==> src/rtl/uart_mem_loader.sv <==
// uart_mem_loader: UART byte-stream command engine that loads/dumps data RAM through memory port B.
// Latency: mem_we pulses the cycle after the 4th data byte of a word; read words stream at 5 cycles/word with tx_ready high.
// Backpressure: tx bytes held until tx_ready; rx has none, so bytes arriving in RLOAD/RSEND/STAT are dropped with rx_overrun.
// Ports: clk, rst (async, active-high); rx_data/rx_valid byte input; tx_data/tx_valid/tx_ready byte output;
//        mem_we/mem_addr/mem_wdata/mem_rdata port-B access (rdata combinational from addr); busy, rx_overrun status.
module uart_mem_loader #(
  parameter int          ADDR_W   = 10,
  parameter logic [7:0]  ACK_BYTE = 8'h06,
  parameter logic [7:0]  NAK_BYTE = 8'h15
) (
  input  logic              clk,
  input  logic              rst,
  input  logic [7:0]        rx_data,
  input  logic              rx_valid,
  output logic [7:0]        tx_data,
  output logic              tx_valid,
  input  logic              tx_ready,
  output logic              mem_we,
  output logic [ADDR_W-1:0] mem_addr,
  output logic [31:0]       mem_wdata,
  input  logic [31:0]       mem_rdata,
  output logic              busy,
  output logic              rx_overrun
);

  localparam logic [7:0]        OP_WR    = 8'h57;
  localparam logic [7:0]        OP_RD    = 8'h52;
  localparam logic [ADDR_W-1:0] ADDR_ONE = 1;

  typedef enum logic [2:0] {S_IDLE, S_HDR, S_WDATA, S_RLOAD, S_RSEND, S_STAT} state_t;

  state_t              state_q, state_d;
  logic                is_rd_q, is_rd_d;
  logic [7:0]          hdr_q, hdr_d;     // previous header byte (ADDR_HI or CNT_HI)
  logic [1:0]          idx_q, idx_d;     // header / data / tx byte index
  logic [15:0]         cnt_q, cnt_d;
  logic [31:0]         dat_q, dat_d;     // write assembly or read shift register
  logic [ADDR_W-1:0]   addr_q, addr_d;
  logic [31:0]         wdata_q, wdata_d;
  logic                we_q, we_d;
  logic [7:0]          tx_data_q, tx_data_d;
  logic                tx_valid_q, tx_valid_d;
  logic                ovr_q, ovr_d;

  always_ff @(posedge clk or posedge rst) begin
    if (rst) begin
      state_q    <= S_IDLE;
      is_rd_q    <= 1'b0;
      hdr_q      <= '0;
      idx_q      <= '0;
      cnt_q      <= '0;
      dat_q      <= '0;
      addr_q     <= '0;
      wdata_q    <= '0;
      we_q       <= 1'b0;
      tx_data_q  <= '0;
      tx_valid_q <= 1'b0;
      ovr_q      <= 1'b0;
    end else begin
      state_q    <= state_d;
      is_rd_q    <= is_rd_d;
      hdr_q      <= hdr_d;
      idx_q      <= idx_d;
      cnt_q      <= cnt_d;
      dat_q      <= dat_d;
      addr_q     <= addr_d;
      wdata_q    <= wdata_d;
      we_q       <= we_d;
      tx_data_q  <= tx_data_d;
      tx_valid_q <= tx_valid_d;
      ovr_q      <= ovr_d;
    end
  end

  always_comb begin
    state_d    = state_q;
    is_rd_d    = is_rd_q;
    hdr_d      = hdr_q;
    idx_d      = idx_q;
    cnt_d      = cnt_q;
    dat_d      = dat_q;
    addr_d     = addr_q;
    wdata_d    = wdata_q;
    we_d       = 1'b0;
    tx_data_d  = tx_data_q;
    tx_valid_d = tx_valid_q;
    ovr_d      = rx_valid && (state_q == S_RLOAD || state_q == S_RSEND || state_q == S_STAT);

    case (state_q)
      S_IDLE: begin
        if (rx_valid) begin
          if (rx_data == OP_WR || rx_data == OP_RD) begin
            is_rd_d = (rx_data == OP_RD);
            idx_d   = '0;
            state_d = S_HDR;
          end else begin
            tx_data_d  = NAK_BYTE;
            tx_valid_d = 1'b1;
            state_d    = S_STAT;
          end
        end
      end
      S_HDR: begin
        if (rx_valid) begin
          hdr_d = rx_data;
          idx_d = idx_q + 2'd1;
          // Address is taken from the low ADDR_W bits of {ADDR_HI, ADDR_LO}.
          if (idx_q == 2'd1) addr_d = ADDR_W'({hdr_q, rx_data});
          if (idx_q == 2'd3) begin
            cnt_d = {hdr_q, rx_data};
            idx_d = '0;
            if (cnt_d == 16'd0) begin
              tx_data_d  = ACK_BYTE;
              tx_valid_d = 1'b1;
              state_d    = S_STAT;
            end else if (is_rd_q) begin
              state_d = S_RLOAD;
            end else begin
              state_d = S_WDATA;
            end
          end
        end
      end
      S_WDATA: begin
        // Address/count advance in the cycle after the write pulse.
        if (we_q) begin
          addr_d = addr_q + ADDR_ONE;
          cnt_d  = cnt_q - 16'd1;
          if (cnt_q == 16'd1) begin
            tx_data_d  = ACK_BYTE;
            tx_valid_d = 1'b1;
            state_d    = S_STAT;
          end
        end
        // Bytes keep arriving during the pulse cycle; byte 0 ends up in bits [7:0].
        if (rx_valid && state_d == S_WDATA) begin
          dat_d = {rx_data, dat_q[31:8]};
          idx_d = idx_q + 2'd1;
          if (idx_q == 2'd3) begin
            wdata_d = {rx_data, dat_q[31:8]};
            we_d    = 1'b1;
          end
        end
      end
      S_RLOAD: begin
        dat_d      = mem_rdata;
        tx_data_d  = mem_rdata[7:0];
        tx_valid_d = 1'b1;
        idx_d      = '0;
        state_d    = S_RSEND;
      end
      S_RSEND: begin
        if (tx_valid_q && tx_ready) begin
          if (idx_q == 2'd3) begin
            addr_d = addr_q + ADDR_ONE;
            cnt_d  = cnt_q - 16'd1;
            if (cnt_q == 16'd1) begin
              tx_data_d = ACK_BYTE;
              state_d   = S_STAT;
            end else begin
              tx_valid_d = 1'b0;
              state_d    = S_RLOAD;
            end
          end else begin
            idx_d     = idx_q + 2'd1;
            dat_d     = {8'h00, dat_q[31:8]};
            tx_data_d = dat_q[15:8];
          end
        end
      end
      S_STAT: begin
        if (tx_valid_q && tx_ready) begin
          tx_valid_d = 1'b0;
          state_d    = S_IDLE;
        end
      end
      default: state_d = S_IDLE;
    endcase
  end

  assign tx_data    = tx_data_q;
  assign tx_valid   = tx_valid_q;
  assign mem_we     = we_q;
  assign mem_addr   = addr_q;
  assign mem_wdata  = wdata_q;
  assign busy       = (state_q != S_IDLE);
  assign rx_overrun = ovr_q;

endmodule

==> config.mk <==
export PLATFORM = sky130hd
export DESIGN_NAME = uart_mem_loader
export DESIGN_NICKNAME = d
export VERILOG_FILES = /design/src/rtl/uart_mem_loader.sv
export SDC_FILE = /design/constraint.sdc
export NUM_CORES = 1
export LEC_CHECK = 0
export CAP_MARGIN = 30
export CORE_MARGIN = 2
export CORE_UTILIZATION = 46
export DETAILED_ROUTE_END_ITERATION = 8
export PLACE_DENSITY = 0.74
export SLEW_MARGIN = 30
export SYNTH_ARGS = -nofsm -noshare
export SYNTH_HDL_FRONTEND = slang
export SYNTH_SLANG_ARGS = --single-unit
==> constraint.sdc <==
create_clock -name clk -period 4 [get_ports clk]
set_input_delay 1 -clock clk [delete_from_list [all_inputs] [get_ports clk]]
set_output_delay 1 -clock clk [all_outputs]
set_load 0.005 [all_outputs]
# [Word level (Yosys, flattened, before mapping)]
# Index checks and enable logic that the tools add are counted.
[word_totals] ff_bits=115 input_bits=44 out_inout_bits=54 wordCells=127
[classes] n_addsub=3 eq_ne=26 muxes=63 n_reduce_logical=23
[ops] operator="$mux W32" n=3
[ops] operator="$pmux W32 S3" n=1
[ops] operator="$mux W16" n=5
[ops] operator="$mux W8" n=9
[ops] operator="$mux W10" n=5
[ops] operator="$pmux W16 S3" n=1
[ops] operator="$pmux W8 S5" n=1
[ops] operator="$mux W3" n=12
[ops] operator="$pmux W10 S3" n=1
[ops] operator="$ne A2 B2 Y1 const B" n=12
[ops] operator="$pmux W3 S6" n=1
[ops] operator="$reduce_and A6 Y1" n=3
[ops] operator="$eq A16 B1 Y1 const B" n=1
[ops] operator="$eq A8 B7 Y1 const B" n=2
[ops] operator="$logic_not A16 Y1" n=1
[ops] operator="$sub A16 B1 Y16 const B" n=1
[ops] operator="$mux W1" n=15
[ops] operator="$mux W2" n=7
[ops] operator="$reduce_and A12 Y1" n=1
[ops] operator="$add A10 B1 Y10 const B" n=1
[ops] operator="$pmux W2 S5" n=1
[ops] operator="$eq A3 B2 Y1 const B" n=3
[ops] operator="$reduce_bool A3 Y1" n=3
[ops] operator="$reduce_and A8 Y1" n=1
[ops] operator="16 further kinds" n=24

# [Depth between registers and ports, before layout]
[logic_depth] word_depth=8 depth_mapped=9

# [Worst setup path before layout]
# OpenSTA, ideal clock, no wires.
[synth_path] path_type="input port to flip-flop" from="in rx_data[3]" to="reg tx_data_q[1], in the netlist tx_data[1]" setup_time_ns=0.126 arrival_ns=2.800 required_ns=3.874 path_slack_ns=1.074 stages=6 path_buffers=1 cell_sequence="or3_4 or3_4 o21ba_4 or3_4 buf_6 o32a_1"
[synth_via] elab_chain_cells=4 word_cells_on_any_way=7 cone_classes="4 x eq/ne; 3 x reduce/logical"
[synth_rtl] element="from (decl)" line="13" source="input logic [7:0] rx_data,"
[synth_rtl] element="$eq A8 B7 Y1" line="92" source="if (rx_data == OP_WR || rx_data == OP_RD) begin"
[synth_rtl] element="$logic_or A1 B1 Y1" line="92"
[synth_rtl] element="$ne A2 B2 Y1 (no line)"
[synth_rtl] element="$reduce_and A8 Y1 (no line) *"
[synth_rtl] element="to (signal assigned)" line="69" source="tx_data_q <= tx_data_d;"
[synth_rtl] element="to (decl)" line="41" source="logic [7:0] tx_data_q, tx_data_d;"
# Every way passes the cells marked *; elsewhere a longest branch is shown, timed or not.
# A chain may end at the register's enable or synchronous reset.

# [Worst setup path in the final report]
[layout_path] from="in rx_data[7]" to="reg tx_data_q[1], in the netlist tx_data[1]"
# Same word-level chain as after synthesis.

==> impl_results.md <==
* Via Count at 4,746
* Final hold violations at 0
* WS Path Type: input port to flop
* Clock Path Buffers at 2
* RSZ-0062 raised after global routing: no
* Max frequency at 318 MHz
* Clk root buf: clkbuf_16
* Num rows at 39
* Slew @ Worst Pin at 886 ps
* Setup TNS after final layout at 0 ps
* Worst Setup End Kind: flop
* First-pass GRT wire length at 25,100 µm
* Reg-to-reg endpoint: tx_data[1]$_DFFE_PP0P_
* R2R setup slack at 1160 ps
* Initial antenna violation count at 0
* Chip Width at 113 µm
* # setup viols final at 0
* Data arrival time at the worst-slack endpoint at 3380 ps
* Placed inst area at 0.00665 mm²
* Clock Power Share at 18.7%
* 1st-pass router iterations at 4
* Synth Area per Inst at 10.0 µm²
* Min-Delay Startpoint: mem_wdata[11]$_DFFE_PP0P_
* Flop pwr share at 37.3%
* Gr ovfl total at 0
* Startpoint types: input port
* Design Area, Final at 0.00698 mm²
* Final min period at 3140 ps
* PortBufs at 97
* Total GRT Usage at 24.6%
* Fin crit share at 78.6%
* Die height at 113 µm
* WL final at 15,000 µm
* Area Overhead vs Synth at 26.8%
* Clock transition at path regs at 70 ps
* Via/cell ratio at 6.04
* # nets final at 687
* Synth warnings at 0
* Inserted Clock Buffers at 9
* Post-Synthesis Cell Area at 0.00551 mm²
* Core Footprint at 0.0116 mm²
* Post-synth EDFFs at 0
* Internal power at 3.25 mW
* Status: complete, no violations
* GPL Wtd Cong at 0.877
* Main flop type after synthesis: dfrtp_1
* Hold Buf Count CTS at 0
* PwrDens at 751 mW/mm²
* DP HPWL at 10,500 µm
* Max rail drop VDD at 0.351 mV
* N_diodes at 0
* Unique masters post-synth at 56
* Resize count post-CTS at 0
* Clk Latency, worst-skew pair at 350 ps
* Max-cap violations at 0
* Num ports at 98
* DRT iter0 DRCs at 304
* Clock sink count at 107
* FF+latch area at 0.00268 mm²
* RR Startpoint: state_q[2]$_DFFE_PP0P_
* Final Max Slew Viols at 0
* Largest net degree at the start of global routing at 56
* Post-synth net total at 598
* CP max FO at 7
* Post-route ant nets at 0
* R2r worst-path depth at 5
* Wire per inst at 19.1 µm
* Register area share after synthesis at 48.6%
* CTS tree: done
* Layout cells sized above 1 at 16.5%
* Lkg Pwr at 2.98 nW
* # H-tree levels at 3
* # DRC at 0
* Min-Delay Endpoint: mem_wdata[11]$_DFFE_PP0P_
* Sw Pwr at 1.99 mW
* Hold Path Cell Cnt at 1
* Fill cells at 955
* Vias in the first global route at 4,806
* Combinational power share at 44.1%
* Syn Inst Count at 549
* Async SR Flop Fraction at 100%
* Hold Crit Class: flop to flop
* Layout Skew at 6.12 ps
* Seq cells post-synth at 107
* Initial core utilization at 47.6%
* Switch share at 38.0%
* Postcts setup bufs at 0
* Worst path required time at 4240 ps
* Multi-input gate area at 0.00265 mm²
* Die Area at 0.0129 mm²
* Slew headroom at 40.9%
## how the worst max path moves through the flow
stage,endpoint,cells past startpoint,slack [ps],start
final,tx_data[1]$_DFFE_PP0P_,6,860,rx_data[7]
after global placement,tx_data[1]$_DFFE_PP0P_,6,550,rx_data[3]
after CTS,tx_data[1]$_DFFE_PP0P_,6,870,rx_data[3]
after floorplan,cnt_q[0]$_DFFE_PP0P_,1,180,rst
after global routing,tx_data[1]$_DFFE_PP0P_,6,780,rx_data[7]
after detailed placement,tx_data[1]$_DFFE_PP0P_,6,500,rx_data[3]
## cells in the mapped netlist (all sizes together), types with 8 or more instances
master | n | area share [%]
dfrtp | 107 | 49
nand2 | 76 | 5.2
mux2 | 56 | 11
nor2 | 36 | 2.5
a21oi | 28 | 2.5
o21ai | 27 | 2.5
clkbuf | 25 | 1.7
nand3 | 15 | 1.4
inv | 13 | 0.89
a31oi | 10 | 1.1
buf | 9 | 0.91
nor3 | 9 | 0.82
o22a | 9 | 1.4
a2bb2oi | 8 | 1.3
nand4 | 8 | 0.91
o221a | 8 | 1.6
o22ai | 8 | 0.91
o2bb2ai | 8 | 1.3
or3 | 8 | 1.2
## layout by cell type, fill, tap and decap left out, drive strengths merged, types with 6 or more instances in the layout
master	synthesis	routed
clkdlybuf4s50	0	97
o22ai	8	8
o22a	9	9
a31oi	10	10
a2bb2oi	8	8
and3	6	6
mux2	56	56
nand4	8	8
inv	13	14
buf	9	15
o2bb2ai	8	8
o21ai	27	27
nor4	7	7
dfrtp	107	107
clkbuf	25	11
nand2	76	76
nand3	15	15
or3	8	8
a22oi	7	7
nor3	9	9
o221a	8	8
a21oi	28	28
nor2	36	36
nor2b	7	7
## cell type report
type	instances	share of cell area, %
multi-input combinational	395	38.0
inverter	13	0.735
clock buffer	11	3.48
timing repair buffer	112	15.7
tap	143	2.56
clock inverter	5	1.22
sequential	107	38.4
## power groups by stage
stage | Combinational (mW) | Sequential, mW | Clock (mW)
final | 2.31 | 1.95 | 0.979
after CTS | 2.30 | 1.94 | 0.992
after global placement | 2.22 | 1.95 | 0
after detailed placement | 2.29 | 1.96 | 0
after global routing | 2.54 | 2.01 | 1.03
after floorplan | 1.64 | 1.78 | 0
## through the flow
stage / hold slack [ps] / util, % / cells / total power [mW] / worst slack (ps)
3_3_place_gp: 483 / 57.5 / 770 / 4.17 / 548
2_1_floorplan: 469 / - / 549 / 3.43 / 183
6_report: 507 / 60.4 / 786 / 5.24 / 856
5_1_grt: 512 / 60.4 / 786 / 5.59 / 784
4_1_cts: 507 / 60.3 / 786 / 5.23 / 873
3_5_place_dp: 489 / 57.5 / 770 / 4.24 / 504
## metal layers
metal	vias up	part of all wire, %	global-route usage [%]
met1	2376	45	34.4
li1	2192	-	-
met5	-	0	0
met2	162	48	39.7
met3	16	5.6	3.88
met4	0	1.2	7.48
## registers in the layout (all words and copies together) (netlist names)
signal,cells
mem_wdata,32
dat_q,24
cnt_q,16
mem_addr,10
hdr_q,8
tx_data,8
state_q,3
idx_q,2
is_rd_q,1
mem_we,1
rx_overrun,1
tx_valid,1
## cells by family (layout without fill, tap and decap cells)
group / count (synthesis) / in the layout / share of synthesized area (%)
buf+inv: 47 / 141 / 3.50
fa+ha+maj: 5 / 5 / 1.14
simple gates: 189 / 189 / 16.5
xor+xnor: 1 / 1 / 0.159
compound gates: 140 / 140 / 18.0
flops: 107 / 107 / 48.6
mux: 60 / 60 / 12.2
## worst max-delay path, stage by stage
cell             delay (ps)
clkdlybuf4s50_1         560
or3_4                   410
or3_4                   400
o21ba_4                 220
or3_4                   430
o32a_1                  350
No activity file was read; power rests on OpenSTA's default activity.
